File: config.mk
export PLATFORM = sky130hd
export DESIGN_NAME = pipeline_add_sched
export DESIGN_NICKNAME = d
export VERILOG_FILES = /design/src/rtl/pipeline_add_sched.sv
export SDC_FILE = /design/constraint.sdc
export NUM_CORES = 1
export LEC_CHECK = 0
export CAP_MARGIN = 20
export CORE_AREA = 2 2 171 173
export DETAILED_ROUTE_END_ITERATION = 7
export DIE_AREA = 0 0 173 175
export PLACE_DENSITY = 0.7
export REMOVE_ABC_BUFFERS = 1
export SLEW_MARGIN = 40
export SYNTH_ARGS = -nofsm -noshare
export SYNTH_HDL_FRONTEND = slang
export SYNTH_SLANG_ARGS = --single-unit
File: constraint.sdc
create_clock -name clk -period 6.05 [get_ports clk]
set_input_delay 1.21 -clock clk [delete_from_list [all_inputs] [get_ports clk]]
set_output_delay 1.21 -clock clk [all_outputs]
set_load 0.02 [all_outputs]
File: src/rtl/pipeline_add_sched.sv
// rtl/pipeline_add_sched.sv - round-robin scheduler sharing one fixed-latency adder, with tagged result FIFO
module pipeline_add_sched #(
   parameter int LS_WIDTH  = 15,
   parameter int MS_WIDTH  = 20,
   parameter int NUM_REQ   = 4,
   parameter int LATENCY   = 2,
   parameter int RES_DEPTH = 4,
   localparam int WIDTH    = LS_WIDTH + MS_WIDTH,
   localparam int ID_W     = $clog2(NUM_REQ)
) (
   input  logic                       clk,
   input  logic                       rst,
   input  logic [NUM_REQ-1:0]         req_valid,
   input  logic [NUM_REQ*WIDTH-1:0]   req_a,
   input  logic [NUM_REQ*WIDTH-1:0]   req_b,
   output logic [NUM_REQ-1:0]         req_ready,
   output logic [WIDTH-1:0]           add_a,
   output logic [WIDTH-1:0]           add_b,
   input  logic [WIDTH-1:0]           add_o,
   output logic                       res_valid,
   input  logic                       res_ready,
   output logic [ID_W-1:0]            res_id,
   output logic [WIDTH-1:0]           res_sum
);

   localparam int OCC_W = $clog2(RES_DEPTH + LATENCY + 1);
   localparam int CNT_W = $clog2(RES_DEPTH + 1);
   localparam int PTR_W = $clog2(RES_DEPTH);

   logic [ID_W-1:0]  rr_ptr_q, rr_ptr_d;
   logic [LATENCY-1:0] tag_v_q, tag_v_d;
   logic [ID_W-1:0]  tag_id_q [LATENCY];
   logic [ID_W-1:0]  tag_id_d [LATENCY];
   logic [PTR_W-1:0] wr_ptr_q, wr_ptr_d;
   logic [PTR_W-1:0] rd_ptr_q, rd_ptr_d;
   logic [CNT_W-1:0] cnt_q, cnt_d;

   logic [WIDTH-1:0] sum_mem [RES_DEPTH];
   logic [ID_W-1:0]  id_mem  [RES_DEPTH];

   logic             found;
   logic [ID_W-1:0]  grant_idx;
   logic [ID_W-1:0]  cand;
   int               pos;
   logic [OCC_W-1:0] inflight;
   logic [OCC_W-1:0] occ;
   logic             issue;
   logic             push;
   logic             pop;

   // Round-robin search: first valid requester at or after rr_ptr, wrapping.
   always_comb begin
      found     = 1'b0;
      grant_idx = '0;
      cand      = '0;
      pos       = 0;
      for (int i = 0; i < NUM_REQ; i++) begin
         pos = int'(rr_ptr_q) + i;
         if (pos >= NUM_REQ) pos = pos - NUM_REQ;
         cand = pos[ID_W-1:0];
         if (!found && req_valid[cand]) begin
            found     = 1'b1;
            grant_idx = cand;
         end
      end
   end

   // Credit check: in-flight tags plus buffered results must leave room for one more.
   always_comb begin
      inflight = '0;
      for (int i = 0; i < LATENCY; i++) begin
         inflight = inflight + OCC_W'(tag_v_q[i]);
      end
      occ   = inflight + OCC_W'(cnt_q);
      issue = found && (occ < OCC_W'(RES_DEPTH)) && !rst;
   end

   // Grant and operand steering to the shared adder; quiet operands when idle.
   always_comb begin
      req_ready = '0;
      add_a     = '0;
      add_b     = '0;
      if (issue) begin
         req_ready[grant_idx] = 1'b1;
         add_a = req_a[grant_idx*WIDTH +: WIDTH];
         add_b = req_b[grant_idx*WIDTH +: WIDTH];
      end
   end

   // Next-state for pointer, tag pipe and FIFO bookkeeping; head is shown ahead.
   always_comb begin
      push      = tag_v_q[LATENCY-1];
      res_valid = (cnt_q != '0);
      pop       = res_valid && res_ready;
      res_id    = res_valid ? id_mem[rd_ptr_q]  : '0;
      res_sum   = res_valid ? sum_mem[rd_ptr_q] : '0;

      rr_ptr_d = rr_ptr_q;
      if (issue) begin
         rr_ptr_d = (grant_idx == ID_W'(NUM_REQ - 1)) ? '0 : grant_idx + ID_W'(1);
      end

      tag_v_d[0]  = issue;
      tag_id_d[0] = grant_idx;
      for (int i = 1; i < LATENCY; i++) begin
         tag_v_d[i]  = tag_v_q[i-1];
         tag_id_d[i] = tag_id_q[i-1];
      end

      wr_ptr_d = wr_ptr_q + PTR_W'(push);
      rd_ptr_d = rd_ptr_q + PTR_W'(pop);
      cnt_d    = cnt_q + CNT_W'(push) - CNT_W'(pop);
   end

   // Control state registers; reset drops every in-flight tag and buffered result.
   always_ff @(posedge clk) begin
      if (rst) begin
         rr_ptr_q <= '0;
         tag_v_q  <= '0;
         for (int i = 0; i < LATENCY; i++) tag_id_q[i] <= '0;
         wr_ptr_q <= '0;
         rd_ptr_q <= '0;
         cnt_q    <= '0;
      end else begin
         rr_ptr_q <= rr_ptr_d;
         tag_v_q  <= tag_v_d;
         for (int i = 0; i < LATENCY; i++) tag_id_q[i] <= tag_id_d[i];
         wr_ptr_q <= wr_ptr_d;
         rd_ptr_q <= rd_ptr_d;
         cnt_q    <= cnt_d;
      end
   end

   // Result storage: capture the adder output with its tag as it leaves the pipe.
   always_ff @(posedge clk) begin
      if (push && !rst) begin
         sum_mem[wr_ptr_q] <= add_o;
         id_mem[wr_ptr_q]  <= tag_id_q[LATENCY-1];
      end
   end

endmodule

==> results of run 1 <==
-- kinds of logic after synthesis --
group,share of synthesized area
buffers and inverters,0.04598
muxes,0.2653
and+or+nand+nor,0.05125
adders and majority gates,0.01259
DFF,0.5553
AOI/OAI and AO/OA,0.06443
xor gates and xnor gates,0.005126
-- cell usage in the layout, fill, tap and decap left out, drive strengths merged --
cell type and count:
clkinv 4, clkinvlp 3, diode 4, edfxtp 148
buf 14, nor3b 1, clkbuf 18, nor3 1
o22a 1, fa 1, a211oi 1, xor2 2
a311oi 1, a21oi 4, mux4 38, ha 7
clkdlybuf4s50 432, bufinv 1, dfxtp 15, or3 1
a41o 1, o21a 1, o22ai 70, xnor2 3
a21o 1, inv 12, nor2b 6, nor2 11
nand3 1, a2111oi 1, nand2 8, mux2i 141
and2 41, nand2b 5, and3 1, o21ai 2
and3b 1
-- flip-flops by register name, indices dropped and copies added (netlist names) --
register and flops:
cnt_q 3, sum_mem 140, wr_ptr_q 2, rr_ptr_q 2, rd_ptr_q 2, tag_id_q 4
tag_v_q 2, id_mem 8
-- metal layers --
layer / GRT usage / vias up
met3: 0.06680 / 34
met1: 0.2891 / 3321
met5: 0 / -
met2: 0.3442 / 291
li1: - / 3101
met4: 0.04979 / 0
-- where the power goes --
group          internal (mW)  total (mW)  switching [mW]
sequential              1.28        1.36          0.0777
combinational           1.20        2.39            1.18
clock                  0.579        1.02           0.443
total                   3.06        4.77            1.70
-- stage by stage --
step	power (mW)	setup slack (ps)
after floorplan	2.781	-2098
after global placement	3.778	622.5
after detailed placement	3.774	591.5
after CTS	4.806	598.2
after global routing	4.993	355.0
final	4.768	559.9
-- worst reg2reg max path: stages, from the launching register on --
cell and delay (ps):
dfxtp_1 400, or3_1 140, buf_4 340, nand2_1 170
mux2i_1 160, ha_1 160, inv_1 40, fa_1 370
xnor2_1 180, xnor2_1 140, nor2_1 50
-- worst min path at each step --
stage	end	startpoint	slack (ps)
global placement	tag_id_q[0][2]$_SDFF_PP0_	tag_id_q[0][0]$_SDFF_PP0_	420
detailed placement	tag_id_q[0][2]$_SDFF_PP0_	tag_id_q[0][0]$_SDFF_PP0_	420
global route	tag_id_q[0][3]$_SDFF_PP0_	tag_id_q[0][1]$_SDFF_PP0_	460
floorplan	tag_id_q[0][2]$_SDFF_PP0_	tag_id_q[0][0]$_SDFF_PP0_	410
finish	tag_id_q[0][2]$_SDFF_PP0_	tag_id_q[0][0]$_SDFF_PP0_	440
CTS	tag_id_q[0][2]$_SDFF_PP0_	tag_id_q[0][0]$_SDFF_PP0_	440
-- layout make-up --
| cell class | count | share of cell area |
|---|---|---|
| antenna | 4 | 0.0007262 |
| clock buffer | 18 | 0.03114 |
| clock inverter | 14 | 0.01053 |
| inverter | 6 | 0.001634 |
| multi-input combinational | 352 | 0.2495 |
| sequential | 163 | 0.3448 |
| tap | 384 | 0.03486 |
| timing repair buffer | 446 | 0.3268 |
-- synthesized netlist by cell type (all sizes together) --
cell,count
a2111oi,1
a211oi,1
a21o,1
a21oi,4
a311oi,1
a41o,1
and2,41
and3,1
and3b,1
buf,31
clkbuf,13
dfxtp,15
edfxtp,148
fa,1
ha,7
inv,6
mux2i,141
mux4,38
nand2,8
nand2b,5
nand3,1
nor2,11
nor2b,6
nor3,1
nor3b,1
o21a,1
o21ai,2
o22a,1
o22ai,70
or3,1
xnor2,3
xor2,2
==> summary.md, run 1 <==
| Metric | Value |
|---|---|
| Result of the run | finished clean |
| Power per standard cell area | 345.9 mW/mm² |
| Cells after synthesis | roughly 570 |
| Remaining routing DRC violations | 0 |
| Signal arrival time at the worst endpoint | about 4300 ps |
| Startpoint of the worst-slack reg-to-reg timing path | cnt_q[1]$_SDFF_PP0_ |
| Number of post-CTS setup repair buffers | 0 |
| Die Span Y | 175 µm |
| Post-CTS Resized | 0 |
| Final design utilization | 0.4855 |
| Area taken by multi-input logic gates | roughly 0.0034 mm² |
| Final worst path period share | 0.9074 |
| Relative slew margins | 0.5439 |
| Synthesis warning total | 0 |
| Number of placed instances with taps included | roughly 1400 |
| Port Buffer Count | approximately 430 |
| Cell taking the most area after synthesis | edfxtp_1 |
| Maximum number of pins on one net before global-route repair | between 50 and 60 |
| Final Max Tran Viols | 0 |
| Maximum buffer depth of the clock tree | 2 |
| CTS tree | built |
| Via count of the first global-routing pass | 6968 |
| Fill cell count | about 2500 |
| Worst Reg2Reg Path Length in Cells | 10 |
| Met3 wirelength from detailed routing | roughly 2.6 mm |
| Worst reg2reg setup slack | 3800 ps |
| Slowest stage delay, CP | 660 ps |
| Number of DRC markers in iteration 0 | 438 |
| RSZ-0062 raised after global routing | false |
| Total wirelength of the detailed-routed design | between 30 and 40 mm |
| Hold Fails Final Rpt | 0 |
| Placed wire-length estimate | 25.99 mm |
| FP Rows | between 60 and 70 |
| Initial antenna violation count | 4 |
| CP endpoint kind | output pin |
| Sequential cell area fraction in the yosys report | 0.5553 |
| WP depth | 7 |
| Count of hold-fix buffers inserted at cts | 0 |
| Kind of critical path | in -> out |
| Origin of the worst setup path | req_valid[0] |
| Static Leakage | roughly 4.7 nW |
| Core Region | ~0.028 mm² |
| Count of antenna-violating nets left after detailed routing | 0 |
| CP top delay family | buffers and inverters |
| Worst Hold Class | reg -> reg |
| Post-Route Setup TNS | 0 ps |
| Uppermost signal routing layer after detailed routing | met4 |
| Crit path buf inv count | 3 |
| Fmax achieved | 182.1 MHz |
| Worst Hold Margin | 441.1 ps |
| Startpoint type of the worst setup path | primary input |
| Area of all placed cells without fillers | between 0.01 and 0.015 mm² |
| Number of violations of the max-capacitance limit | 0 |
| Worst-margin pin slew | a little under 700 ps |
| Num ports | around 430 |
| Die Footprint | 0.03028 mm² |
| Worst Hold Depth | 1 |
| Number of clock sinks | 163 |
| Total routing usage reported by global routing | 0.2160 |
| Later-pin clock latency in the skew report | 410 ps |
| Die Span X | 173 µm |
| End point of the critical path | add_a[1] |
| Relative area change from synthesis to final layout | 61.31% |
| Final routed wire length divided by cell count | 23.93 µm |
| Layout cell share with drive strength beyond 1 | 0.09610 |
| Count of unique library cells instantiated by Yosys | between 40 and 50 |
| Sequential cell area | 0.004752 mm² |
| Clock root buffer | clkbuf_16 |
| Inserted Clock Buffers | 17 |
| Critical-path cell list | clkdlybuf4s50_1 > nor2_1 > a2111oi_4 > nand2_2 > buf_12 > o22ai_1 > clkdlybuf4s50_1 |
| Met2 wire length | between 15 and 20 mm |
| Peak supply drop | 200.8 µV |
| Syn Area/Cell | between 15 and 20 µm² |
| Maximum fanout count along the critical path | 26 |
| Post-synthesis instance area | 0.008544 mm² |
| Layout Nets | between 1000 and 1500 |
| Total of flip-flops plus latches after synthesis | between 150 and 200 |
| Placement-stage cell area | approximately 0.013 mm² |
| Standard cell with the maximum stage delay on the critical path | clkdlybuf4s50_1 |
| Required time of the worst setup path | around 4800 ps |
| TritonRoute pass-1 iters | 5 |
| Starting utilization of the core area | 0.3009 |
| Clock Skew | 16.00 ps |
| Clock transition at path regs | about 70 ps |
| Share of Yosys cell area claimed by the top area cell type | 0.5201 |
| Vias per cell | around 4.9 |
| Setup-failing EPs final | 0 |
| Vias | approximately 6700 |
| First-pass GRT wire length | about 48 mm |
| Number of levels in the clock H-tree | 4 |
| Total congestion overflow | 0 |
| WL met1 | 14.50 mm |
| Crit Reg-Reg Endpoint | cnt_q[2]$_SDFF_PP0_ |
| Final estimated routing congestion in global placement | 1.028 |
| Most common cell type on the critical path | clkdlybuf4s50_1 |
| Final cell count without fillers | 1387 |
| Final Critical Period | roughly 5500 ps |
| Synth area leaders | edfxtp_1 (52%), mux2i_1 (17%), mux4_2 (10%) |
Note: power is estimated with default switching activity, not from simulation.
==> run 2: changes to the inputs <==
--- a/config.mk
+++ b/config.mk
@@ -6,9 +6,9 @@
 export NUM_CORES = 1
 export LEC_CHECK = 0
 export CAP_MARGIN = 20
-export CORE_AREA = 2 2 171 173
+export CORE_MARGIN = 2
+export CORE_UTILIZATION = 30
 export DETAILED_ROUTE_END_ITERATION = 7
-export DIE_AREA = 0 0 173 175
 export PLACE_DENSITY = 0.7
 export REMOVE_ABC_BUFFERS = 1
 export SLEW_MARGIN = 40
==> summary.md, run 2 (synthesis gave the netlist of run 1 again) <==
| Metric | Value |
|---|---|
| Relative area change from synthesis to final layout | 60.99% (was 61.31%) |
| Post-Route Setup TNS | 0 ps (unchanged) |
| Final design utilization | 0.4924 (was 0.4855) |
| Remaining routing DRC violations | 0 (unchanged) |
| Count of antenna-violating nets left after detailed routing | 0 (unchanged) |
| Worst-margin pin slew | 813.9 ps (was 684.2 ps) |
| Startpoint type of the worst setup path | primary input (unchanged) |
| Total congestion overflow | 0 (unchanged) |
| Signal arrival time at the worst endpoint | 4270 ps (was 4280 ps) |
| Post-CTS Resized | 0 (unchanged) |
| Hold Fails Final Rpt | 0 (unchanged) |
| Layout Nets | 1325 (was 1316) |
| Die Footprint | 0.02985 mm² (was 0.03028 mm²) |
| Core Region | 0.02793 mm² (was 0.02839 mm²) |
| Kind of critical path | in -> out (unchanged) |
| Relative slew margins | 0.4574 (was 0.5439) |
| Die Span X | 172.8 µm (was 173 µm) |
| RSZ-0062 raised after global routing | false (unchanged) |
| Fill cell count | 2493 (was 2510) |
| Setup-failing EPs final | 0 (unchanged) |
| Clock root buffer | clkbuf_16 (unchanged) |
| CP endpoint kind | output pin (unchanged) |
| Vias | 6876 (was 6747) |
| Worst Hold Margin | 454.7 ps (was 441.1 ps) |
| Maximum buffer depth of the clock tree | 2 (unchanged) |
| First-pass GRT wire length | 48.27 mm (was 47.66 mm) |
| Number of violations of the max-capacitance limit | 0 (unchanged) |
| M3 GR Usage | 0.06354 (was 0.06680) |
| Final worst path period share | 0.9064 (was 0.9074) |
| Initial antenna violation count | 8 (was 4) |
| Die Span Y | 172.8 µm (was 175 µm) |
| Starting utilization of the core area | 0.3059 (was 0.3009) |
| Placed wire-length estimate | 26.35 mm (was 25.99 mm) |
| Leading cell type in the layout, fill and taps excluded | clkdlybuf4s50_1 (unchanged) |
| Clock Skew | 10.98 ps (was 16.00 ps) |
| Register containing the most flip-flops in the final layout | sum_mem (unchanged) |
| Worst Hold Class | reg -> reg (unchanged) |
| DP Worst Slack | 554.9 ps (was 591.5 ps) |
| Clock transition at path regs | 70 ps (about the same) |
| Number of clock sinks | 163 (unchanged) |
| Count of hold-fix buffers inserted at cts | 0 (unchanged) |
| Final estimated routing congestion in global placement | 0.9224 (was 1.028) |
| Layout cell share with drive strength beyond 1 | 0.1043 (was 0.09610) |
| TritonRoute pass-1 iters | 5 (unchanged) |
| Power per standard cell area | 343.5 mW/mm² (was 345.9 mW/mm²) |
| Min setup slack post-route | 566.2 ps (was 559.9 ps) |
| Number of post-CTS setup repair buffers | 0 (unchanged) |
| CTS tree | built (unchanged) |
| Inserted Clock Buffers | 17 (unchanged) |
| Vias per cell | 4.947 (was 4.864) |
| Later-pin clock latency in the skew report | 410 ps (about the same) |
| GRT Max-Usage Layer | met2 (unchanged) |
| Maximum number of pins on one net before global-route repair | 71 (was 52) |
| Fmax achieved | 182.4 MHz (was 182.1 MHz) |
| Global routing met2 resource utilization | 0.3589 (was 0.3442) |
| FP Rows | 61 (was 62) |
| Final Max Tran Viols | 0 (unchanged) |
| Via count of the first global-routing pass | 7148 (was 6968) |
| Static Leakage | 4.754 nW (was 4.739 nW) |
| Total wirelength of the detailed-routed design | 33.94 mm (was 33.20 mm) |
| Number of DRC markers in iteration 0 | 471 (was 438) |
| Maximum fanout count along the critical path | 22 (was 26) |
| Port Buffer Count | 433 (unchanged) |
| Total routing usage reported by global routing | 0.2215 (was 0.2160) |
| Final Critical Period | 5484 ps (was 5490 ps) |
| Final routed wire length divided by cell count | 24.42 µm (was 23.93 µm) |
| Number of levels in the clock H-tree | 4 (unchanged) |
| Result of the run | finished clean (unchanged) |
| Most frequent cells in the layout | clkdlybuf4s50_1 (430), edfxtp_1 (148), mux2i_1 (141) (was clkdlybuf4s50_1 (432), edfxtp_1 (148), mux2i_1 (141)) |
| Registers with the most flip-flops | sum_mem: 140 flops, id_mem: 8 flops, tag_id_q: 4 flops (unchanged) |
| Total Power Consumption | 4.726 mW (was 4.768 mW) |
| Num ports | 434 (unchanged) |
| Required time of the worst setup path | 4840 ps (about the same) |
| Global routing met1 resource utilization | 0.2884 (was 0.2891) |
| Peak supply drop | 214.9 µV (was 200.8 µV) |
| Flip-flop count of the largest register after layout | 140 (unchanged) |
run 2: cell count changes in the layout (fill, tap and decap cells not counted), sizes merged:
cell,before,now
buf,14,25
inv,12,9
diode,4,5
clkdlybuf4s50,432,430
clkinv,4,6
run 2: worst max-delay path, stage by stage:
cell and delay, ps:
clkdlybuf4s50_1 550, nor2_1 120, a2111oi_4 340, buf_4 220, nand2_2 330, buf_4 330
o22ai_1 430, clkdlybuf4s50_1 710
run 2: final cells by class:
| cell class | instances | area [µm²] | share of cell area |
|---|---|---|---|
| multi-input cells | 352 | 3440 | 0.2500 |
| well taps | 378 | 473.0 | 0.03438 |
| inverters | 6 | 22.52 | 0.001637 |
| diodes | 5 | 12.51 | 0.0009096 |
| repair buffers | 455 | 4517 | 0.3284 |
| clock inverters | 13 | 110.1 | 0.008004 |
| clock buffers | 18 | 429.2 | 0.03120 |
| flip-flops and latches | 163 | 4752 | 0.3455 |
run 2: final timing paths:
kind / slack (ps) / depth (start not counted) / to / from
setup reg to reg: 3810 / 10 / cnt_q[2]$_SDFF_PP0_ / cnt_q[0]$_SDFF_PP0_
hold reg to reg: 450 / 1 / tag_id_q[0][3]$_SDFF_PP0_ / tag_id_q[0][1]$_SDFF_PP0_
setup / recovery: 570 / 8 / add_b[6] / req_valid[0]
hold / removal: 450 / 1 / tag_id_q[0][3]$_SDFF_PP0_ / tag_id_q[0][1]$_SDFF_PP0_
run 2: power by group:
part           switching, mW  total [mW]  internal (mW)
clock                  0.404       0.966          0.562
combinational           1.19        2.39           1.21
sequential            0.0854        1.37           1.28
total                   1.68        4.73           3.05
run 2: routing by layer:
| metal | vias up | wire (µm) |
|---|---|---|
| li1 | 3105 | - |
| met1 | 3384 | 14340 |
| met3 | 47 | 2663 |
| met4 | 4 | 782 |
| met2 | 336 | 16130 |
| met5 | - | 25 |
run 2: metrics by stage:
stage / area [µm²] / cells
after global routing: 13760 / 1390
after floorplan: 8174 / 521
final: 13760 / 1390
after global placement: 13190 / 1354
after CTS: 13740 / 1385
after detailed placement: 13200 / 1354
